===== config.mk =====
export PLATFORM = sky130hd
export DESIGN_NAME = mem_access_unit
export DESIGN_NICKNAME = d
export VERILOG_FILES = /design/src/rtl/mem_access_unit.sv
export SDC_FILE = /design/constraint.sdc
export NUM_CORES = 1
export LEC_CHECK = 0
export CAP_MARGIN = 20
export CELL_PAD_IN_SITES_DETAIL_PLACEMENT = 1
export CELL_PAD_IN_SITES_GLOBAL_PLACEMENT = 2
export CORE_UTILIZATION = 25
export DETAILED_ROUTE_END_ITERATION = 10
export PLACE_DENSITY_LB_ADDON = 0.1
export SLEW_MARGIN = 20
export SYNTH_ARGS = -nofsm -noshare
export SYNTH_HDL_FRONTEND = slang
export SYNTH_SLANG_ARGS = --single-unit

===== constraint.sdc =====
create_clock -name clk -period 4.5 [get_ports clk]
set_input_delay 0.9 -clock clk [delete_from_list [all_inputs] [get_ports clk]]
set_output_delay 0.9 -clock clk [all_outputs]
set_load 0.01 [all_outputs]

===== src/rtl/mem_access_unit.sv =====
// mem_access_unit: MEM-stage load/store engine driving a request/acknowledge data-memory port.
// Define MEM_TIMEOUT_EN to add an ack watchdog (TMO state, err plus 32'hDEADBEEF load result).
module mem_access_unit #(
  parameter int ADDR_W         = 32,
  parameter int TIMEOUT_CYCLES = 255
) (
  input  logic              clk,
  input  logic              reset_n,
  input  logic              stage_reset_n,
  input  logic              ram_wren,
  input  logic              mem_read,
  input  logic              mem_write,
  input  logic [2:0]        funct3,
  input  logic [ADDR_W-1:0] addr,
  input  logic [31:0]       wdata,
  output logic              dm_req,
  output logic              dm_we,
  output logic [ADDR_W-1:0] dm_addr,
  output logic [3:0]        dm_wstrb,
  output logic [31:0]       dm_wdata,
  input  logic              dm_ack,
  input  logic [31:0]       dm_rdata,
  output logic [31:0]       load_data,
  output logic              busy,
  output logic              done,
  output logic              err
);

  localparam logic [1:0] ST_IDLE = 2'd0;
  localparam logic [1:0] ST_REQ  = 2'd1;
  localparam logic [1:0] ST_DONE = 2'd2;
`ifdef MEM_TIMEOUT_EN
  localparam logic [1:0]  ST_TMO   = 2'd3;
  localparam logic [15:0] TMO_LAST = 16'(TIMEOUT_CYCLES - 1);
  logic [15:0] tmo_cnt_r;
`else
  logic unused_timeout_s;
  assign unused_timeout_s = (TIMEOUT_CYCLES != 0);
`endif

  logic [1:0]  state_r;
  logic        wren_q_r;
  logic [1:0]  off_r;
  logic [2:0]  funct3_r;
  logic        srst_s;
  logic        trigger_s;
  logic        illegal_s;
  logic [3:0]  strb_s;
  logic [31:0] wdata_s;
  logic [31:0] lane_s;
  logic [31:0] ext_s;

  assign srst_s    = !reset_n || !stage_reset_n;
  assign trigger_s = ram_wren && !wren_q_r && (state_r == ST_IDLE);

  // Access legality: size/sign code, store size and natural alignment.
  always_comb begin
    illegal_s = 1'b0;
    if (mem_read && mem_write) begin
      illegal_s = 1'b1;
    end else if (funct3 == 3'b011 || funct3 == 3'b110 || funct3 == 3'b111) begin
      illegal_s = 1'b1;
    end else if (mem_write && funct3[2]) begin
      illegal_s = 1'b1;
    end else if (funct3[1:0] == 2'b01 && addr[0]) begin
      illegal_s = 1'b1;
    end else if (funct3[1:0] == 2'b10 && addr[1:0] != 2'b00) begin
      illegal_s = 1'b1;
    end else begin
      illegal_s = 1'b0;
    end
  end

  // Store lane strobes and replicated store data; loads never strobe.
  always_comb begin
    strb_s  = 4'b0000;
    wdata_s = 32'd0;
    case (funct3[1:0])
      2'b00: begin
        strb_s  = 4'b0001 << addr[1:0];
        wdata_s = {4{wdata[7:0]}};
      end
      2'b01: begin
        strb_s  = 4'b0011 << addr[1:0];
        wdata_s = {2{wdata[15:0]}};
      end
      2'b10: begin
        strb_s  = 4'b1111;
        wdata_s = wdata;
      end
      default: begin
        strb_s  = 4'b0000;
        wdata_s = 32'd0;
      end
    endcase
    if (!mem_write) begin
      strb_s = 4'b0000;
    end else begin
      strb_s = strb_s;
    end
  end

  // Lane select of the returned word and sign/zero extension for the latched access.
  always_comb begin
    lane_s = dm_rdata >> {off_r, 3'b000};
    case (funct3_r)
      3'b000:  ext_s = {{24{lane_s[7]}}, lane_s[7:0]};
      3'b001:  ext_s = {{16{lane_s[15]}}, lane_s[15:0]};
      3'b100:  ext_s = {24'd0, lane_s[7:0]};
      3'b101:  ext_s = {16'd0, lane_s[15:0]};
      default: ext_s = lane_s;
    endcase
  end

  // Registered copy of ram_wren, tracked through reset so an enable held across reset never retriggers.
  always_ff @(posedge clk) begin
    wren_q_r <= ram_wren;
  end

  // Access sequencer with registered memory-port and result outputs.
  always_ff @(posedge clk) begin
    if (srst_s) begin
      state_r   <= ST_IDLE;
      dm_req    <= 1'b0;
      dm_we     <= 1'b0;
      dm_addr   <= {ADDR_W{1'b0}};
      dm_wstrb  <= 4'b0000;
      dm_wdata  <= 32'd0;
      load_data <= 32'd0;
      busy      <= 1'b0;
      done      <= 1'b0;
      err       <= 1'b0;
      off_r     <= 2'b00;
      funct3_r  <= 3'b000;
`ifdef MEM_TIMEOUT_EN
      tmo_cnt_r <= 16'd0;
`endif
    end else begin
      done <= 1'b0;
      case (state_r)
        ST_IDLE: begin
          if (trigger_s) begin
            err <= 1'b0;
            if (!mem_read && !mem_write) begin
              state_r <= ST_DONE;
            end else if (illegal_s) begin
              err     <= 1'b1;
              state_r <= ST_DONE;
            end else begin
              state_r  <= ST_REQ;
              busy     <= 1'b1;
              dm_req   <= 1'b1;
              dm_we    <= mem_write;
              dm_addr  <= {addr[ADDR_W-1:2], 2'b00};
              dm_wstrb <= strb_s;
              dm_wdata <= wdata_s;
              off_r    <= addr[1:0];
              funct3_r <= funct3;
`ifdef MEM_TIMEOUT_EN
              tmo_cnt_r <= 16'd0;
`endif
            end
          end
        end
        ST_REQ: begin
          if (dm_ack) begin
            dm_req   <= 1'b0;
            dm_we    <= 1'b0;
            dm_wstrb <= 4'b0000;
            busy     <= 1'b0;
            state_r  <= ST_DONE;
            if (!dm_we) begin
              load_data <= ext_s;
            end
          end
`ifdef MEM_TIMEOUT_EN
          else if (tmo_cnt_r == TMO_LAST) begin
            dm_req    <= 1'b0;
            dm_we     <= 1'b0;
            dm_wstrb  <= 4'b0000;
            busy      <= 1'b0;
            err       <= 1'b1;
            load_data <= 32'hDEAD_BEEF;
            state_r   <= ST_TMO;
          end else begin
            tmo_cnt_r <= tmo_cnt_r + 16'd1;
          end
`endif
        end
        ST_DONE: begin
          done    <= 1'b1;
          state_r <= ST_IDLE;
        end
`ifdef MEM_TIMEOUT_EN
        ST_TMO: begin
          done    <= 1'b1;
          state_r <= ST_IDLE;
        end
`endif
        default: begin
          state_r <= ST_IDLE;
        end
      endcase
    end
  end

endmodule


==> reports/metrics.cfg <==
[sta]
fin_crit_ns=2.94
final.setup_skew_ns=0.0107
period_share_pct=65.3
slew_violations=0
rsz0062_at_grt=no
slew_headroom_pct=26.6
fmax_mhz=341
setup_tns_ns=0
setup_viol=0
hold_violations=0
tightest_slew_ns=1.10

[global_routing]
grt_first_pass_wirelength_mm=28.2
grt_pass1_vias=5072
antenna_found_initial=0
gr-total-overflow=0
grt.total_usage_pct=18.0
grt_start_max_net_pins=48

[clock_tree]
ctsHtreeMaxLevel=3
cts_buffers=9
clockRootBuffer=clkbuf_16
cts.sinks=110
cts-resized-gates=0
hold_buffers=0
cts_tree=done
clk_path_buf_depth=2
insertion_delay_ns=0.36
post_cts_buffers=0
path_clk_slew_ns=0.08

[synthesis]
synthArstFlopShare_pct=0
synthFlopType=dfxtp_1
ys_types=44
synth_enable_flop_cells=0
synth-seq-area-share_pct=44.6
synth-seq-cells=110
synth_area_um2=4930
postSynthAreaPerCell_um2=8.23
syn-instance-count=599
ys_warn_count=0

[placed_design]
dpl-instance-area_um2=7190
place_inst=1029
place.gp.congestion=0.772
io_buffers=208
hpwl_mm=13.3

[worst_setup_path]
worst-setup-path-type=in -> reg
max_stage_delay_ns=0.64
r2r-start=off_r[0]$_SDFFE_PP0P_
endpoint_kind=flop
critPathMaxFanout=25
reg2reg_to=load_data[25]$_SDFFE_PP0P_
slowest_stage=nor2_1
critPathLaunch=funct3[1]
cp_num_buf_inv=3
cp-start-kind=primary input
critPathRequiredTime_ns=4.79
critPathCapture=dm_wdata[22]$_SDFFE_PP0P_
reg2reg_slack_ns=2.14
r2r_cells=5
worstSetupPathDepth=6
cpLargestDelayFamily=buffers and inverters
cp_cell_sequence=clkdlybuf4s50_1 > buf_4 > clkinv_1 > nor2_1 > a221oi_1 > nor3_1
arrival_ns=3.22

[cells_and_area]
final.fill_count=2318
areaGrowthSynthToFinish_pct=52.4
multi_input_area_um2=2490
mostFrequentLayoutCell=clkdlybuf4s50_1
final_cell_mix=208 x clkdlybuf4s50_1, 110 x dfxtp_1, 103 x nand2_1
fin_util_pct=38.8
fin_cells=1045
seq_area_um2=2200
antennaDiodeCount=0
layout-drive-gt1-share_pct=6.28
final_cell_area_um2=7520
nets=881

[power_and_ir_drop]
power.internal_w=0.00161
pwr-share-seq_pct=45.9
p_leak_nw=2.57
p_clk_share_pct=42.5
total_power_w=0.00215
pwr-share-comb_pct=11.6
power.density_nw_per_um2=285
irDropWorstVdd_v=0.000179
sw_frac_of_total_pct=25.1
switchingPower_w=0.000538

[routing]
routedWlPerCell_um=17.3
postRouteAntennaNets=0
firstDrtPassIters=4
vias_per_cell=4.69
drc=0
drt_iter0_drc=113
drt_wl_total_mm=18.1
route.vias.total=4905

[floorplanning]
initial_core_util_pct=25.4
die_h_um=142
ioPinCount=211
dieWidth_um=142
row_count=51
core_um2=19400
die-area_um2=20300

[worst_hold_path]
hp-class=reg -> reg
whs_path_depth=2

[flow_run]
cap_violations=0

[run_status]
outcome=finished, final reports clean

state kept, by name (all words and copies together) (netlist names):
name,count
busy,1
dm_addr,30
dm_wdata,32
dm_we,1
dm_wstrb,4
done,1
err,1
funct3_r,3
load_data,32
off_r,2
state_r,2
wren_q_r,1
power groups by stage:
stage | combinational, W | clock [W] | sequential, W
after floorplan | 0.000101 | 0 | 0.00101
after global placement | 0.000249 | 0 | 0.00101
after detailed placement | 0.000251 | 0 | 0.00101
after CTS | 0.000253 | 0.000947 | 0.000986
after global routing | 0.000272 | 0.000984 | 0.000987
final | 0.000250 | 0.000911 | 0.000985
routing by layer:
metal | GRT usage [%] | part of all wire [%]
met1 | 22.7 | 45
met2 | 29.4 | 46
met3 | 6.06 | 7.2
met4 | 4.47 | 1.1
met5 | 0 | 0
cells by family (layout without fill, tap and decap cells):
family          after synthesis  count (layout)  share of synthesized area (%)
mux                          42              42                           8.78
compound gates              174             174                           21.6
simple gates                214             214                           19.2
other cells                   1               2                         0.0760
buf+inv                      56             236                           5.28
xor+xnor                      2               2                          0.355
flops                       110             110                           44.6
per-stage QoR:
step | hold slack (ns) | setup WS, ns
after floorplan | 0.463 | 2.27
after CTS | 0.462 | 1.57
after global placement | 0.442 | 1.25
after detailed placement | 0.450 | 1.18
after global routing | 0.482 | 1.33
final | 0.459 | 1.56
synthesized netlist by cell type, drive strengths merged, types with 3 or more instances:
cell type / count / area, µm²
o2bb2ai: 11 / 96.3
o211ai: 8 / 65.1
nor2b: 5 / 31.3
mux2i: 32 / 320
nor3: 25 / 125
or2: 3 / 18.8
mux2: 10 / 113
a21oi: 91 / 455
a211oi: 17 / 128
nor2: 51 / 194
nand3: 16 / 80.1
o21ai: 29 / 145
nand2: 104 / 390
clkbuf: 28 / 105
dfxtp: 110 / 2200
a221oi: 9 / 96.4
buf: 26 / 148
worst register-to-register path, stage by stage (launching register included):
cell and delay, ns:
dfxtp_1 0.80, buf_4 0.38, xor2_1 0.11, a211oi_1 0.24, a2111o_1 0.56, a21oi_1 0.14
worst min-delay path by stage:
stage | from | endpoint | slack, ns
floorplan | funct3_r[2]$_SDFFE_PP0P_ | funct3_r[2]$_SDFFE_PP0P_ | 0.46
detailed placement | dm_addr[30]$_SDFFE_PP0P_ | dm_addr[30]$_SDFFE_PP0P_ | 0.45
finish | dm_addr[25]$_SDFFE_PP0P_ | dm_addr[25]$_SDFFE_PP0P_ | 0.46
CTS | dm_addr[25]$_SDFFE_PP0P_ | dm_addr[25]$_SDFFE_PP0P_ | 0.46
global route | dm_addr[14]$_SDFFE_PP0P_ | dm_addr[14]$_SDFFE_PP0P_ | 0.48
global placement | dm_addr[15]$_SDFFE_PP0P_ | dm_addr[15]$_SDFFE_PP0P_ | 0.44
area by class of cell:
type                            instances  area share, %
Tap cell                              265           4.41
Clock buffer                            9           3.00
Timing Repair Buffer                  218           28.7
Clock inverter                          7           1.41
Inverter                                2         0.0999
Sequential cell                       110           29.3
Multi-Input combinational cell        434           33.1
No activity file was read; power rests on OpenSTA's default activity.
